`config.mk`:
```
export PLATFORM = sky130hd
export DESIGN_NAME = mem_requester
export DESIGN_NICKNAME = d
export VERILOG_FILES = /design/src/rtl/mem_requester_pkg.sv /design/src/rtl/mem_requester.sv
export SDC_FILE = /design/constraint.sdc
export NUM_CORES = 1
export LEC_CHECK = 0
export CAP_MARGIN = 20
export CORE_MARGIN = 2
export CORE_UTILIZATION = 43
export CTS_BUF_LIST = sky130_fd_sc_hd__clkbuf_2
export CTS_CLUSTER_SIZE = 24
export DETAILED_ROUTE_END_ITERATION = 6
export GPL_ROUTABILITY_DRIVEN = 0
export PLACE_DENSITY = 0.95
export SLEW_MARGIN = 15
export SYNTH_ARGS = -nofsm -noshare
export SYNTH_HDL_FRONTEND = slang
export SYNTH_SLANG_ARGS = --single-unit
```
`constraint.sdc`:
```
create_clock -name clock -period 4.6 [get_ports clock]
set_clock_uncertainty 0.05 [all_clocks]
set_input_delay 1.15 -clock clock [delete_from_list [all_inputs] [get_ports clock]]
set_output_delay 1.15 -clock clock [all_outputs]
set_load 0.01 [all_outputs]
```
`src/rtl/mem_requester_pkg.sv`:
```
// Shared memory geometry for the requester and its dual-port RAM.
// The width macros are defined here when no project-wide definition exists.
`ifndef MEMORY_ADDR_WIDTH
`define MEMORY_ADDR_WIDTH 11
`endif
`ifndef MEMORY_DATA_WIDTH
`define MEMORY_DATA_WIDTH 16
`endif

package mem_requester_pkg;
  localparam int MEM_ADDR_WIDTH = `MEMORY_ADDR_WIDTH;
  localparam int MEM_DATA_WIDTH = `MEMORY_DATA_WIDTH;
  localparam int RAM_DEPTH      = 1 << MEM_ADDR_WIDTH;
endpackage

```
`src/rtl/mem_requester.sv`:
```
// Single-request front end for a dual-port RAM: either one write or one paired read
// per transaction. The read response is held until the client consumes it.
module mem_requester
  import mem_requester_pkg::*;
#(
  parameter int ADDR_WIDTH = MEM_ADDR_WIDTH,
  parameter int DATA_WIDTH = MEM_DATA_WIDTH
) (
  input  logic                  clock,
  input  logic                  reset,
  input  logic                  req_valid,
  output logic                  req_ready,
  input  logic                  req_write,
  input  logic [ADDR_WIDTH-1:0] req_addr1,
  input  logic [ADDR_WIDTH-1:0] req_addr2,
  input  logic [DATA_WIDTH-1:0] req_data,
  output logic                  rsp_valid,
  input  logic                  rsp_ready,
  output logic [DATA_WIDTH-1:0] rsp_q1,
  output logic [DATA_WIDTH-1:0] rsp_q2,
  output logic [ADDR_WIDTH-1:0] ram_address1,
  output logic [ADDR_WIDTH-1:0] ram_address2,
  output logic [DATA_WIDTH-1:0] ram_data,
  output logic                  ram_wren,
  input  logic [DATA_WIDTH-1:0] ram_q1,
  input  logic [DATA_WIDTH-1:0] ram_q2,
  output logic                  busy
);

  typedef enum logic [1:0] {
    IDLE    = 2'd0,
    ISSUE   = 2'd1,
    CAPTURE = 2'd2,
    RESP    = 2'd3
  } state_t;

  state_t state, state_nxt;
  logic   accept;

  assign req_ready = (state == IDLE);
  assign accept    = req_valid && req_ready;
  assign rsp_valid = (state == RESP);
  assign busy      = (state != IDLE);

  always_ff @(posedge clock or posedge reset) begin
    if (reset) state <= IDLE;
    else       state <= state_nxt;
  end

  // ram_wren doubles as the "this is a write" flag while in ISSUE
  always_comb begin
    state_nxt = state;
    case (state)
      IDLE:    if (accept) state_nxt = ISSUE;
      ISSUE:   state_nxt = ram_wren ? IDLE : CAPTURE;
      CAPTURE: state_nxt = RESP;
      RESP:    if (rsp_ready) state_nxt = IDLE;
      default: state_nxt = IDLE;
    endcase
  end

  // RAM-side registers only move on accept, so they hold outside ISSUE;
  // wren self-clears after its single ISSUE cycle.
  always_ff @(posedge clock or posedge reset) begin
    if (reset) begin
      ram_address1 <= '0;
      ram_address2 <= '0;
      ram_data     <= '0;
      ram_wren     <= 1'b0;
    end else if (accept) begin
      ram_address1 <= req_addr1;
      ram_address2 <= req_addr2;
      ram_data     <= req_data;
      ram_wren     <= req_write;
    end else begin
      ram_wren     <= 1'b0;
    end
  end

  // RAM output is valid one edge after ISSUE, i.e. during CAPTURE
  always_ff @(posedge clock or posedge reset) begin
    if (reset) begin
      rsp_q1 <= '0;
      rsp_q2 <= '0;
    end else if (state == CAPTURE) begin
      rsp_q1 <= ram_q1;
      rsp_q2 <= ram_q2;
    end
  end

endmodule

```
==> key figures, run 1 <==
Synth
  – Warnings from Yosys: 0
  – Yosys cell types: 15
  – FF+latch count, synth: 73
  – Post-synthesis instance area: 2800 sq um
  – Cell count after synthesis: 163
  – Yosys top cell by area: dfrtp_1
  – Biggest area contributors in the synthesized netlist: dfrtp_1, mux2_2, mux2_4
  – Area share of the largest cell type after synthesis: ~65%
  – Synthesized Nets: roughly 240
  – Average footprint of a synthesized cell: 17.2 sq um
  – Sequential element share of the synthesized area: 65.1%

Setup path
  – Reg2reg path depth: 3
  – Capturing point of the worst reg2reg path: ram_address1[5]
  – Critical Path Sink Type: output pin
  – Worst R2R Start: state[0]
  – Reg2reg setup slack: 2880 ps
  – CP Data Arrival Time: around 1700 ps
  – Type of the worst setup path: flip-flop to output pin
  – Category of the worst setup path launch point: flip-flop
  – Required time of the critical path: ~3400 ps
  – Critical Path Fanout Max: 6

Pwr
  – Clock share of power: 9.3%
  – Leakage power figure: 1.85 nW
  – Switching pwr: 0.000884 W
  – Internal power summed over all cells: 0.00198 W
  – Sw Ratio: approximately 31%
  – Power per cell area: 650 nW/um^2
  – Sequential share of power: 40.0%
  – Relative contribution of combinational cells to total power: 50.7%
  – Peak supply drop: ~0.37 mV

Clock network
  – Clock insertion delay at the later pin of the skew report: 460 ps
  – Setup bufs post-CTS: 0
  – Clock-pin transition on the worst setup and hold timing paths: 180 ps
  – # hold bufs at CTS: 0
  – Number of buffers added by the clock tree synthesis step: 9
  – Root Driver: clkbuf_2
  – Clock tree from TritonCTS: built
  – H-tree level count: 3
  – Post-CTS Resized: 0
  – Clock net sink count: 73
  – Bufs on Longest Clock Path: 2

Worst hold path
  – Hold Startpoint: rsp_q2[6]
  – Sink of the worst hold path: rsp_q2[6]
  – Type of the tightest min-delay check: flip-flop to flip-flop
  – Cells on Worst Hold Path: 1

Routing
  – Residual antenna-violating net count after detailed routing: 0
  – Detailed route wirelength on metal3: 543 um
  – Per-cell via count in the routed design: 4.86
  – Via count: roughly 1,900
  – Wirelength, routed: ~6400 um
  – Pre-antenna DRT Iters: 4
  – Post-route DRC violation count: 0
  – Number of violations reported at the end of detailed-routing iteration 0: 60
  – M1 WL: 2290 um
  – Uppermost routed layer: met4
  – Post-DR wirelength/cell: 16.1 um
  – Detail Route met2 WL: between 3000 and 4000 um

Finish
  – Nets: 392
  – Final std cells w/o fill: 397
  – Most used cells in the layout excluding fill and tap cells: clkdlybuf4s50_1, dfrtp_1, mux2_2
  – Antenna cells: 0
  – Count of fill cells added during filler insertion: 472
  – Area delta synth->final: 56.8%
  – Layout cell share with drive strength beyond 1: roughly a quarter
  – Commonest non-fill, non-tap cell in the layout: clkdlybuf4s50_1

Run status
  – Status: complete, no violations

Global route
  – Sum of overflow across all layers after global routing: 0
  – Maximum number of pins on one net before global-route repair: between 40 and 50
  – All-layer global routing usage: 18.9%
  – Via count of the first global-routing pass: 2,109
  – First-pass GRT wire length: between 10,000 and 15,000 um
  – Number of antenna violations at the first check in global routing: 0

Timing
  – Top achievable clock speed: 344 MHz
  – Fin crit period: 2910 ps
  – Setup repair after global routing missed its margin: false
  – Setup Viol. Count Final: 0
  – Total negative slack: 0 ps
  – Rel. slew slack: 39.4%
  – Transition time of the tightest slew-check pin: roughly 900 ps
  – Final Cycle Share: 63.2%
  – Pins Over Slew Limit: 0
  – Count of endpoints failing hold in the final timing report: 0

Die
  – Initial core utilization: between 40 and 50%
  – # rows: 29
  – Die Ht: 84.8 um
  – Floorplan die area: 7180 sq um
  – Die boundary width: around 85 um
  – IO Pins: 149
  – Placeable core area: 6310 sq um

Job
  – Max cap viols: 0

Placed design
  – Count of input and output buffers: between 100 and 150
  – Dpl cells: 383
  – Half-perimeter wire length of the detailed placement result: 5000 um
-- area by class of cell --
class / count / area (sq um) / share of cell area [%]
multi-input combinational: 79 / 887 / 20.2
tap: 77 / 96.3 / 2.19
timing repair buffer: 151 / 1500 / 34.2
clock inverter: 4 / 22.5 / 0.512
sequential: 73 / 1830 / 41.5
clock buffer: 10 / 50.0 / 1.14
inverter: 3 / 11.3 / 0.256
-- registers in the layout, indices dropped and copies added, names as in the netlist, named ones only --
signal and count:
ram_wren 1, rsp_q1 16, ram_address2 11, ram_address1 11, ram_data 16, rsp_q2 16
state 1
-- cell usage after synthesis --
| cell type | count |
|---|---|
| a22oi_1 | 1 |
| and2_1 | 2 |
| buf_12 | 1 |
| buf_2 | 1 |
| buf_4 | 2 |
| buf_6 | 4 |
| dfrtp_1 | 73 |
| inv_1 | 3 |
| mux2_1 | 4 |
| mux2_2 | 57 |
| mux2_4 | 9 |
| nand2b_1 | 2 |
| nor2_1 | 2 |
| nor3b_2 | 1 |
| o22ai_1 | 1 |
-- per-layer routing --
metal	vias to the layer above	global-route usage [%]
met5	-	0
met4	0	9.09
met3	14	6.49
met2	96	32.1
met1	947	21.1
li1	874	-
-- kinds of logic (layout without fill, tap and decap cells) --
logic type / count (synthesis) / count (layout) / share of synthesized area [%]
multiplexers: 70 / 70 / 29.3
buffers and inverters: 11 / 168 / 3.44
flip-flops: 73 / 73 / 65.1
AND/OR/NAND/NOR: 7 / 7 / 1.61
AO/OA/AOI/OAI: 2 / 2 / 0.491
-- stage by stage --
step                setup slack (ps)  utilization (%)  hold slack [ps]  total power (W)  cell area, sq um
detailed placement              1730             68.5              432          0.00263              4330
global route                    1600             69.7              483          0.00303              4400
floorplan                       1550                -              458          0.00183              2800
finish                          1690             69.7              464          0.00286              4400
CTS                             1650             69.7              470          0.00290              4400
global placement                1760             68.5              423          0.00257              4330
-- power groups by stage --
stage               Sequential [W]  Clock [W]  Combinational, W
finish                     0.00114   0.000267           0.00145
global route               0.00119   0.000306           0.00154
floorplan                  0.00129          0          0.000537
detailed placement         0.00116          0           0.00147
global placement           0.00114          0           0.00143
CTS                        0.00115   0.000277           0.00147
-- how the worst max path moves through the flow --
stage / to / cells past startpoint / startpoint / slack, ps
after floorplan: async pin / 1 / reset / 1550
after global placement: ram_address1[8] / 4 / req_valid / 1760
after detailed placement: ram_address2[10] / 4 / req_valid / 1730
after CTS: rsp_valid / 2 / state[0] / 1650
after global routing: rsp_valid / 2 / state[0] / 1600
final: rsp_valid / 2 / state[0] / 1690
-- critical path, stage by stage, from the launching register on --
cell	delay, ps
dfrtp_1	500
and2_1	190
clkdlybuf4s50_1	550
No activity file was read; power rests on OpenSTA's default activity.
==> run 2: changes to the inputs <==
--- a/config.mk
+++ b/config.mk
@@ -7,12 +7,12 @@
 export LEC_CHECK = 0
 export CAP_MARGIN = 20
 export CORE_MARGIN = 2
-export CORE_UTILIZATION = 43
+export CORE_UTILIZATION = 36
 export CTS_BUF_LIST = sky130_fd_sc_hd__clkbuf_2
 export CTS_CLUSTER_SIZE = 24
 export DETAILED_ROUTE_END_ITERATION = 6
 export GPL_ROUTABILITY_DRIVEN = 0
-export PLACE_DENSITY = 0.95
+export PLACE_DENSITY = 0.89
 export SLEW_MARGIN = 15
 export SYNTH_ARGS = -nofsm -noshare
 export SYNTH_HDL_FRONTEND = slang
==> constraint.sdc (replaced) <==
create_clock -name clock -period 2.6 [get_ports clock]
set_clock_uncertainty 0.05 [all_clocks]
set_input_delay 0.65 -clock clock [delete_from_list [all_inputs] [get_ports clock]]
set_output_delay 0.65 -clock clock [all_outputs]
set_load 0.01 [all_outputs]
==> key figures, run 2 (synthesized netlist as in run 1, its figures left out) <==
Run status
  – Status: complete, no violations

Setup path
  – Required time of the critical path: 1900 ps
  – Worst R2R Start: state[0]
  – Reg2reg path depth: 3
  – Reg2reg setup slack: roughly 1000 ps
  – CP Data Arrival Time: between 1500 and 2000 ps
  – Type of the worst setup path: flip-flop to output pin
  – Capturing point of the worst reg2reg path: ram_address2[4]
  – Critical Path Sink Type: output pin
  – Category of the worst setup path launch point: flip-flop
  – Critical Path Fanout Max: 6

Global route
  – Number of antenna violations at the first check in global routing: 0
  – Maximum number of pins on one net before global-route repair: 74
  – Via count of the first global-routing pass: 2,130
  – First-pass GRT wire length: 10,300 um
  – Sum of overflow across all layers after global routing: 0
  – All-layer global routing usage: roughly 16%

Finish
  – Count of fill cells added during filler insertion: approximately 600
  – Final std cells w/o fill: 424
  – Nets: 393
  – Antenna cells: 0
  – Layout cell share with drive strength beyond 1: around 28%
  – Area delta synth->final: 60.9%
  – Most used cells in the layout excluding fill and tap cells: clkdlybuf4s50_1, dfrtp_1, mux2_2
  – Commonest non-fill, non-tap cell in the layout: clkdlybuf4s50_1
  – Largest registers ranked by flip-flop count: ram_data: 16 flops, rsp_q1: 16 flops, rsp_q2: 16 flops

Clock network
  – Bufs on Longest Clock Path: 2
  – Clock-pin transition on the worst setup and hold timing paths: 180 ps
  – Number of buffers added by the clock tree synthesis step: 9
  – Setup bufs post-CTS: 0
  – H-tree level count: 3
  – Clock insertion delay at the later pin of the skew report: 460 ps
  – Clock net sink count: 73
  – Clock tree from TritonCTS: built
  – Root Driver: clkbuf_2
  – # hold bufs at CTS: 0

Pwr
  – Sw Ratio: 29.8%
  – Relative contribution of combinational cells to total power: between 40% and 50%
  – Clock share of power: 13.1%
  – Internal power summed over all cells: ~0.0037 W
  – Leakage power figure: about 1.9 nW
  – Switching pwr: 0.00157 W
  – Power per cell area: 1170 nW/um^2
  – Sequential share of power: between 30% and 40%
  – Peak supply drop: 0.525 mV

Routing
  – Post-DR wirelength/cell: approximately 15 um
  – Per-cell via count in the routed design: 4.48
  – Residual antenna-violating net count after detailed routing: 0
  – Via count: between 1,500 and 2,000
  – Number of violations reported at the end of detailed-routing iteration 0: 22
  – Post-route DRC violation count: 0
  – Wirelength, routed: 6310 um
  – Pre-antenna DRT Iters: 4

Die
  – # rows: 32
  – Die Ht: between 90 and 100 um
  – Placeable core area: 7650 sq um
  – Die boundary width: 92.3 um
  – IO Pins: 149
  – Initial core utilization: 36.7%
  – Floorplan die area: about 8500 sq um

Placed design
  – Half-perimeter wire length of the detailed placement result: 4590 um
  – Count of input and output buffers: 148
  – Dpl cells: 409
  – DP Worst Slack: 338 ps

Worst hold path
  – Cells on Worst Hold Path: 1
  – Type of the tightest min-delay check: flip-flop to flip-flop
  – Hold Startpoint: rsp_q2[10]
  – Sink of the worst hold path: rsp_q2[10]

Timing
  – Count of endpoints failing hold in the final timing report: 0
  – Fin crit period: around 2400 ps
  – Setup Viol. Count Final: 0
  – Final critical-path setup slack: 192 ps
  – Total negative slack: 0 ps
  – Final Cycle Share: 92.6%
  – Setup repair after global routing missed its margin: false
  – Rel. slew slack: 72.8%
  – Top achievable clock speed: 415 MHz
  – Pins Over Slew Limit: 0
  – Transition time of the tightest slew-check pin: 408 ps

Job
  – Max cap viols: 0
## run 2: area by class of cell
| cell class | count | area, sq um | share of cell area, % |
|---|---|---|---|
| clock buffers | 9 | 45.0 | 0.999 |
| clock inverters | 6 | 83.8 | 1.86 |
| inverters | 3 | 11.3 | 0.250 |
| multi-input cells | 79 | 890 | 19.7 |
| flip-flops and latches | 73 | 1830 | 40.6 |
| well taps | 102 | 128 | 2.83 |
| repair buffers | 152 | 1520 | 33.8 |
## run 2: worst max-delay path, stage by stage (launching register included)
cell             delay (ps)
dfrtp_2                 500
nor2_2                  190
clkdlybuf4s50_1         560
## run 2: power groups by stage
| stage | logic, W | registers [W] | clock network (W) |
|---|---|---|---|
| 4_1_cts | 0.00261 | 0.00202 | 0.000727 |
| 6_report | 0.00257 | 0.00201 | 0.000689 |
| 3_5_place_dp | 0.00260 | 0.00205 | 0 |
| 5_1_grt | 0.00274 | 0.00211 | 0.000775 |
| 3_3_place_gp | 0.00255 | 0.00201 | 0 |
| 2_1_floorplan | 0.000950 | 0.00228 | 0 |
## run 2: repair_timing
item | in CTS | in global routing
resized for setup | 0 | 3
endpoints found under the hold margin | 0 | 0
setup endpoints to repair | 0 | 3
## run 2: layer usage
metal  track usage, %  wire length, um  vias up
met5                0                0        -
met4             6.22               54        0
met3             5.92              510        7
met2             26.0             3180       94
met1             18.6             2560      925
li1                 -                -      873
## run 2: worst max-delay path by stage
stage / start / depth (start not counted) / end / slack [ps]
3_5_place_dp: req_valid / 4 / ram_address2[4] / 340
6_report: state[0] / 2 / req_ready / 190
4_1_cts: state[0] / 2 / req_ready / 20
3_3_place_gp: req_valid / 4 / ram_address1[10] / 380
5_1_grt: flip-flop / 2 / req_ready / 50
2_1_floorplan: reset / 1 / async pin / 50
## run 2: stage by stage
step | hold WS [ps] | total power (W) | area, sq um | utilization, %
3_3_place_gp | 424 | 0.00456 | 4380 | 57.2
2_1_floorplan | 458 | 0.00323 | 2800 | -
5_1_grt | 469 | 0.00562 | 4510 | 59.0
6_report | 466 | 0.00527 | 4510 | 59.0
3_5_place_dp | 432 | 0.00465 | 4380 | 57.2
4_1_cts | 474 | 0.00536 | 4510 | 58.9
==> run 3: changes to the inputs <==
--- a/config.mk
+++ b/config.mk
@@ -13,6 +13,7 @@
 export DETAILED_ROUTE_END_ITERATION = 6
 export GPL_ROUTABILITY_DRIVEN = 0
 export PLACE_DENSITY = 0.89
+export RECOVER_POWER = 50
 export SLEW_MARGIN = 15
 export SYNTH_ARGS = -nofsm -noshare
 export SYNTH_HDL_FRONTEND = slang
==> constraint.sdc (replaced) <==
create_clock -name clock -period 2 [get_ports clock]
set_clock_uncertainty 0.05 [all_clocks]
set_input_delay 0.5 -clock clock [delete_from_list [all_inputs] [get_ports clock]]
set_output_delay 0.5 -clock clock [all_outputs]
set_load 0.01 [all_outputs]
==> key figures, run 3 (synthesized netlist as in run 1, its figures left out) <==
Clock network
  – H-tree level count: 3
  – Clock insertion delay at the later pin of the skew report: 450 ps
  – Bufs on Longest Clock Path: 2
  – Clock-pin transition on the worst setup and hold timing paths: 160 ps
  – Clock tree from TritonCTS: built
  – Root Driver: clkbuf_2
  – Number of buffers added by the clock tree synthesis step: 9
  – # hold bufs at CTS: 0
  – Clock net sink count: 73

Timing
  – Pins Over Slew Limit: 0
  – Rel. slew slack: 36.1%
  – Worst hold slack: 456 ps
  – Setup Viol. Count Final: 0
  – Final Cycle Share: a little over nine tenths
  – Top achievable clock speed: about 530 MHz
  – Transition time of the tightest slew-check pin: approximately 960 ps
  – Fin crit period: 1900 ps
  – Count of endpoints failing hold in the final timing report: 0
  – Setup repair after global routing missed its margin: false

Setup path
  – Category of the worst setup path launch point: flip-flop
  – Category of cells accounting for the largest share of critical-path delay: buffers and inverters
  – CP cell instances: clkdlybuf4s50_1
  – Required time of the critical path: 1450 ps
  – Critical Path Fanout Max: 2
  – Largest stage delay on the critical path: around 530 ps
  – Type of the worst setup path: flip-flop to output pin
  – CP Data Arrival Time: 1350 ps
  – Slowest cell on the critical path: clkdlybuf4s50_1
  – Critical Path Sink Type: output pin
  – Buffers & Inverters on Critical Path: 1

Routing
  – Via count: approximately 2,000
  – Post-DR wirelength/cell: 15.1 um
  – Pre-antenna DRT Iters: 3
  – Wirelength, routed: between 6000 and 7000 um
  – Detail Route met2 WL: approximately 3400 um
  – Uppermost routed layer: met4
  – M1 WL: 2640 um
  – Post-route DRC violation count: 0
  – Number of violations reported at the end of detailed-routing iteration 0: 24
  – Per-cell via count in the routed design: 4.54
  – Residual antenna-violating net count after detailed routing: 0
  – Detailed route wirelength on metal3: between 500 and 600 um

Finish
  – Most used cells in the layout excluding fill and tap cells: clkdlybuf4s50_1, dfrtp_1, mux2_2
  – Largest registers ranked by flip-flop count: ram_data: 16 flops, rsp_q1: 16 flops, rsp_q2: 16 flops
  – Nets: 410
  – Antenna cells: 0
  – Commonest non-fill, non-tap cell in the layout: clkdlybuf4s50_1
  – Layout cell share with drive strength beyond 1: 31.0%
  – Final std cells w/o fill: approximately 440
  – Area delta synth->final: 66.7%

Placed design
  – Count of input and output buffers: around 150
  – Half-perimeter wire length of the detailed placement result: 4700 um
  – Dpl cells: 410

Die
  – Die boundary width: 92.3 um
  – Placeable core area: 7650 sq um
  – # rows: 32
  – IO Pins: 149
  – Floorplan die area: between 8000 and 9000 sq um
  – Die Ht: 92.3 um
  – Initial core utilization: 36.7%

Pwr
  – Leakage power figure: between 2 and 2.5 nW
  – Peak supply drop: 0.639 mV
  – Power per cell area: 1390 nW/um^2

Global route
  – Maximum number of pins on one net before global-route repair: 74
  – First-pass GRT wire length: 10,300 um
  – Sum of overflow across all layers after global routing: 0
  – Number of antenna violations at the first check in global routing: 0
  – All-layer global routing usage: 15.7%
  – Via count of the first global-routing pass: approximately 2,200

Run status
  – Status: complete, no violations

Job
  – Max cap viols: 0

Worst hold path
  – Type of the tightest min-delay check: flip-flop to flip-flop
-- run 3: changes by cell type in the layout (fill, tap and decap cells not counted), sizes merged, moves of 3 or more --
cell           delta
buf              +13
clkbuf            +6
clkdlybuf4s50    -73
clkinv            +3
dlygate4sd2      +20
dlymetal6s2s     +51
-- run 3: layer usage --
| layer | track usage [%] | vias up |
|---|---|---|
| met5 | 0 | - |
| met4 | 6.22 | 0 |
| met3 | 5.18 | 10 |
| met2 | 27.0 | 91 |
| met1 | 18.0 | 991 |
| li1 | - | 909 |
-- run 3: where the power goes --
| part | internal (W) | switching [W] | total [W] |
|---|---|---|---|
| clock network | 0.000151 | 0.000475 | 0.000626 |
| registers | 0.00222 | 0.000348 | 0.00256 |
| logic | 0.00208 | 0.00124 | 0.00332 |
-- run 3: layout make-up --
type | count | area [sq um]
fillers | 604 | 2970
repair buffers | 169 | 1740
clock inverters | 5 | 23.8
flip-flops and latches | 73 | 1830
multi-input cells | 79 | 890
inverters | 3 | 15.0
well taps | 102 | 128
clock buffers | 10 | 50.0
-- run 3: worst paths after layout --
kind / cells after the start / slack, ps / to / from
max: 1 / 100 / rsp_q1[1] / rsp_q1[1]
min: 1 / 460 / rsp_q2[9] / rsp_q2[9]
max reg2reg: 4 / 170 / rsp_q1[15] / flip-flop
min reg2reg: 1 / 460 / rsp_q2[9] / rsp_q2[9]
max in group asynchronous: 3 / 420 / async pin / reset
min in group asynchronous: 3 / 820 / ram_address2[4] / reset
-- run 3: through the flow --
step           power (W)  area, sq um  setup TNS (ps)  utilization, %  setup WS [ps]
2_1_floorplan    0.00420         2810               0               -            512
3_3_place_gp     0.00597         4410            -121            57.7          -9.68
3_5_place_dp     0.00611         4410           -1410            57.7          -72.2
4_1_cts          0.00671         4520               0            59.1         0.0449
5_1_grt          0.00695         4670               0            61.1           1.46
6_report         0.00651         4670               0            61.1            102
-- run 3: what timing repair did --
action                                  in CTS  in global routing
endpoints found under the setup margin      23                 52
gates cloned                                 0                  0
resized for setup                           26                 52
buffers inserted                             8                  8
